<file path="config.mk">
export PLATFORM = sky130hd
export DESIGN_NAME = toeplitz_hash
export DESIGN_NICKNAME = d
export VERILOG_FILES = /design/src/rtl/toeplitz_hash.sv
export SDC_FILE = /design/constraint.sdc
export NUM_CORES = 1
export LEC_CHECK = 0
export CORE_ASPECT_RATIO = 2
export CORE_MARGIN = 2
export CORE_UTILIZATION = 35
export DETAILED_ROUTE_END_ITERATION = 6
export PLACE_DENSITY = 0.66
export SLEW_MARGIN = 30
export SYNTH_ARGS = -nofsm -noshare
export SYNTH_HDL_FRONTEND = slang
export SYNTH_SLANG_ARGS = --single-unit
</file>
<file path="constraint.sdc">
create_clock -name clk -period 2.6 [get_ports clk]
set_clock_uncertainty 0.15 [all_clocks]
set_input_delay 0.26 -clock clk [delete_from_list [all_inputs] [get_ports clk]]
set_output_delay 0.26 -clock clk [all_outputs]
set_load 0.005 [all_outputs]
</file>
<file path="src/rtl/toeplitz_hash.sv">
// Bit-serial Toeplitz hasher: one matrix column per clock, GF(2) product
// of an N-bit block with the LxN Toeplitz matrix T.
//
// Ports:
//   clk, rstn    clock, asynchronous active-low reset
//   rrow0[N]     T[0][k+1] at bit k (bit N-1 unused), static per block
//   col0[L]      T[i][0] at bit L-1-i, static per block
//   in_data[BS]  input word, MSB is the earliest bit
//   in_valid     input word valid
//   in_ready     hasher can take a word (LOAD state)
//   hash[L]      row i of T*x at bit L-1-i
//   hash_valid   hash valid (DONE state)
//   hash_ready   downstream takes hash
module toeplitz_hash #(
   parameter int BS = 64,
   parameter int N  = 256,
   parameter int L  = 128
) (
   input  logic          clk,
   input  logic          rstn,
   input  logic [N-1:0]  rrow0,
   input  logic [L-1:0]  col0,
   input  logic [BS-1:0] in_data,
   input  logic          in_valid,
   output logic          in_ready,
   output logic [L-1:0]  hash,
   output logic          hash_valid,
   input  logic          hash_ready
);

   localparam int BW = (BS > 1) ? $clog2(BS) : 1;
   localparam int CW = (N > 1) ? $clog2(N) : 1;

   typedef enum logic [1:0] {
      S_LOAD  = 2'd0,
      S_SHIFT = 2'd1,
      S_DONE  = 2'd2
   } state_t;

   state_t        r_state;
   state_t        w_state_nxt;

   logic [L-1:0]  r_colreg;
   logic [L-1:0]  r_acc;
   logic [BS-1:0] r_wbuf;
   logic [BW-1:0] r_bitcnt;
   logic [CW-1:0] r_colcnt;

   logic          w_in_ready;
   logic          w_hash_valid;
   logic          w_accept;
   logic          w_shift;
   logic          w_word_end;
   logic          w_col_last;
   logic          w_x;
   logic [L-1:0]  w_term;

   // State register
   always_ff @(posedge clk or negedge rstn) begin
      if (!rstn) begin
         r_state <= S_LOAD;
      end else begin
         r_state <= w_state_nxt;
      end
   end

   // Next state and handshake outputs, decoded from registered state only
   always_comb begin
      w_state_nxt  = r_state;
      w_in_ready   = 1'b0;
      w_hash_valid = 1'b0;
      unique case (r_state)
         S_LOAD: begin
            w_in_ready = 1'b1;
            if (in_valid) begin
               w_state_nxt = S_SHIFT;
            end
         end
         S_SHIFT: begin
            if (w_word_end) begin
               w_state_nxt = w_col_last ? S_DONE : S_LOAD;
            end
         end
         S_DONE: begin
            w_hash_valid = 1'b1;
            if (hash_ready) begin
               w_state_nxt = S_LOAD;
            end
         end
         default: begin
            w_state_nxt = S_LOAD;
         end
      endcase
   end

   assign in_ready   = w_in_ready;
   assign hash_valid = w_hash_valid;
   assign hash       = r_acc;

   assign w_accept   = w_in_ready & in_valid;
   assign w_shift    = (r_state == S_SHIFT);
   assign w_word_end = (r_bitcnt == BW'(BS - 1));
   assign w_col_last = (r_colcnt == CW'(N - 1));

   // Current input bit: word MSB first
   assign w_x    = r_wbuf[BW'(BS - 1) - r_bitcnt];
   assign w_term = {L{w_x}} & r_colreg;

   // Datapath
   always_ff @(posedge clk or negedge rstn) begin
      if (!rstn) begin
         r_colreg <= '0;
         r_acc    <= '0;
         r_wbuf   <= '0;
         r_bitcnt <= '0;
         r_colcnt <= '0;
      end else begin
         if (w_accept) begin
            r_wbuf <= in_data;
            // First word of a block restarts the column walk
            if (r_colcnt == '0) begin
               r_colreg <= col0;
               r_acc    <= '0;
            end
         end
         if (w_shift) begin
            r_acc <= r_acc ^ w_term;
            // Moving one column right pushes every row down by one;
            // row 0 of the next column comes from rrow0.
            r_colreg <= {rrow0[r_colcnt], r_colreg[L-1:1]};
            r_bitcnt <= w_word_end ? '0 : r_bitcnt + BW'(1);
            r_colcnt <= w_col_last ? '0 : r_colcnt + CW'(1);
         end
      end
   end

endmodule

</file>
==> results of run 1 <==
## routing by layer
metal / vias up / share of wire / GRT usage
met2: 643 / 0.53 / 0.4455
li1: 6913 / - / -
met1: 7657 / 0.35 / 0.2652
met5: - / 0.00018 / 0
met4: 2 / 0.056 / 0.1310
met3: 140 / 0.058 / 0.04352
## cell type report
class	instances	area (um^2)
antenna	7	17.52
tap	649	812.0
clock buffer	47	989.7
inverter	9	33.78
clock inverter	15	187.7
timing repair buffer	686	7271
multi-input combinational	1114	8547
fill	4436	23660
sequential	336	8414
## path summary, 6_finish.rpt
kind	slack, ps	startpoint	cells past startpoint	end
worst max-delay path	-40	r_bitcnt[1]	9	hash[11]
worst min-delay path	110	rstn	2	hash[96]
worst max register to register	-40	r_bitcnt[1]	9	hash[11]
worst min register to register	320	hash[76]	1	hash[76]
max in group asynchronous	1350	rstn	3	r_colreg[15]
min in group clk	170	in_data[7]	2	r_wbuf[7]
## cells by family after synthesis
group / share of synthesized area
AND/OR/NAND/NOR: 0.1119
adder cells (fa/ha/maj): 0.002127
buffers and inverters: 0.04834
AO/OA/AOI/OAI: 0.1368
flip-flops: 0.4764
multiplexers: 0.2210
XOR/XNOR: 0.003474
## power by group
part,total (mW),internal (mW),switching [mW]
clock network,5.16,2.91,2.24
logic,19.4,10.4,8.96
registers,10.1,7.86,2.29
total,34.7,21.2,13.5
## stage by stage
step	utilization	power, mW	TNS [ps]	std cells
after global routing	0.5262	36.74	-8402	2862
final	0.5262	34.71	-356.2	2863
after CTS	0.5185	33.92	-1744	2842
after global placement	0.4895	27.30	-4486	2767
after detailed placement	0.4901	27.78	-7135	2768
after floorplan	-	21.26	0	1585
## sequential cells by signal (all words and copies together) (netlist names)
register / flops
hash: 128
r_bitcnt: 6
r_colcnt: 8
r_colreg: 128
r_state: 2
r_wbuf: 64
## timing repair
| item | 4_1_cts | 5_1_grt |
|---|---|---|
| pin swaps | 2 | 14 |
| endpoints found under the setup margin | 124 | 129 |
| cloned | 2 | 6 |
| gates resized for setup | 26 | 42 |
| endpoints found under the hold margin | 88 | 0 |
| setup buffers | 9 | 9 |
| hold buffers | 1 | 0 |
## layout by cell type (no fill, tap or decap), drive strengths merged, types with 2 or more instances in the layout
master and count:
a21oi 11, a22o 2, a22oi 61, a311oi 3
a31oi 6, and2 2, and3 4, buf 98
bufinv 2, clkbuf 53, clkdlybuf4s50 580, clkinv 12
clkinvlp 3, dfrtp 336, diode 7, ha 3
inv 7, mux2 71, mux2i 147, mux4 71
nand2 258, nand2b 5, nand3 17, nand4 5
nor2 176, nor2b 11, nor3 11, nor3b 2
o211ai 2, o21ai 136, o22ai 85, o311ai 2
o31ai 3, xnor2 6
==> flow_metrics.py, run 1 <==
metrics = {
    "status": {
        "outcome": "finished, violations left",
        "violations": "negative setup slack",
    },
    "timing": {
        "maxSlewViolCount": 0,
        "rsz0062_at_grt": "true",
        "slew_headroom": 0.4578,
        "worst_slack_ps": -37.00,
        "tightest_slew_ps": 813.2,
        "min_period_ps": 2637,
        "fin_crit_sh": 1.014,
        "max_freq_ghz": 0.3792,
        "holdWs_ps": 114.5,
        "setup_viol": 33,
        "hold_viol_final": 0,
    },
    "yosys": {
        "syn_nets": 2040,
        "ys.flop_type": "dfrtp_1",
        "synthTopCellsByCount": "dfrtp_1 (336), nand2_1 (258), nor2_1 (176), mux2i_1 (147), o21ai_2 (120)",
        "synth_edf_count": 0,
        "synth_top_area_cell": "dfrtp_1",
        "synth_top_area_frac": 0.4764,
        "avgSynthCellArea_um2": 11.14,
        "ys_warn_count": 0,
        "syn_area_um2": 17650,
        "synth_area_leaders": "dfrtp_1 (48%), mux2i_1 (8.3%), mux4_2 (8.0%)",
        "ys_types": 52,
        "ys_seq_area_frac": 0.4764,
        "synthCells": 1585,
        "synth_most_common_cell": "dfrtp_1",
        "async_flop_share": 1.000,
        "synth-seq-cells": 336,
    },
    "routing": {
        "wire_per_inst_um": 23.19,
        "drcViolationCount": 0,
        "routed_wl_mm": 66.38,
        "vias_per_cell": 5.363,
        "ant_nets": 0,
        "vias": 15355,
        "dr.pass1.iters": 6,
        "drtIter0Drc": 1064,
    },
    "floorplanning": {
        "initial_core_util": 0.3535,
        "die_height_um": 321.6,
        "die_w_um": 162.8,
        "die_area_um2": 52350,
        "core-area_um2": 49930,
        "rows": 116,
        "ioPinCount": 582,
    },
    "placement": {
        "place_congestion": 0.8999,
        "portBuffers": 581,
        "place_ws_ps": -145.8,
        "placed_area_um2": 24470,
        "place_hpwl_mm": 49.68,
    },
    "clock_tree": {
        "cts_root_buf": "clkbuf_16",
        "htree_levels": 2,
        "clkLatencyLatePin_ps": 550,
        "cts_tree": "built",
        "cts.reportedPaths.clkPinSlew_ps": 70,
        "ctsLongestPathBuffers": 3,
        "numCtsBuffers": 34,
        "cts.sinks": 336,
    },
    "cells_and_area": {
        "final_layout_size_suffix_gt1_frac": 0.2080,
        "area_delta_synth_final_pct": 48.85,
        "fin_nets": 2636,
        "postLayoutCellArea_um2": 26270,
    },
    "power": {
        "ir_worst_vdd_uv": 611.6,
        "power.leakage_nw": 11.25,
        "p_per_area_nw_per_um2": 1321,
    },
    "critical_path": {
        "worstPathArrival_ps": 2930,
        "crit_buf_inv": 3,
        "cp_top_family": "compound AO/OA/AOI/OAI gates",
        "crit_path_end_kind": "flop",
        "crit_type": "reg -> reg",
        "path_max_fanout": 15,
        "crit_chain": "buf_6 > mux4_2 > a32oi_1 > o41a_1 > a31oi_4 > buf_12 > clkbuf_16 > o21ai_2 > mux2i_1",
        "worstPathRequired_ps": 2890,
        "slowest_stage": "mux4_2",
        "cpPeakStageDelay_ps": 500,
        "setup.worst_path.start_class": "flop",
    },
    "job": {
        "drv_cap": 0,
    },
    "global_route": {
        "grt_start_max_net_pins": 85,
        "grtUsageTotal": 0.2443,
        "grt_pass1_vias": 16057,
        "antenna_found_initial": 8,
        "grt_overflow": 0,
        "grt_pass1_wl_mm": 96.88,
    },
    "min_path": {
        "hold_class": "in -> async",
    },
}
Note: power is estimated with default switching activity, not from simulation.
==> run 2, diff against run 1 <==
Settings changed: ABC_CLOCK_PERIOD_IN_PS from default to 2600.
==> results of run 2 <==
Final layout, timing and power as in run 1 (identical DEF).
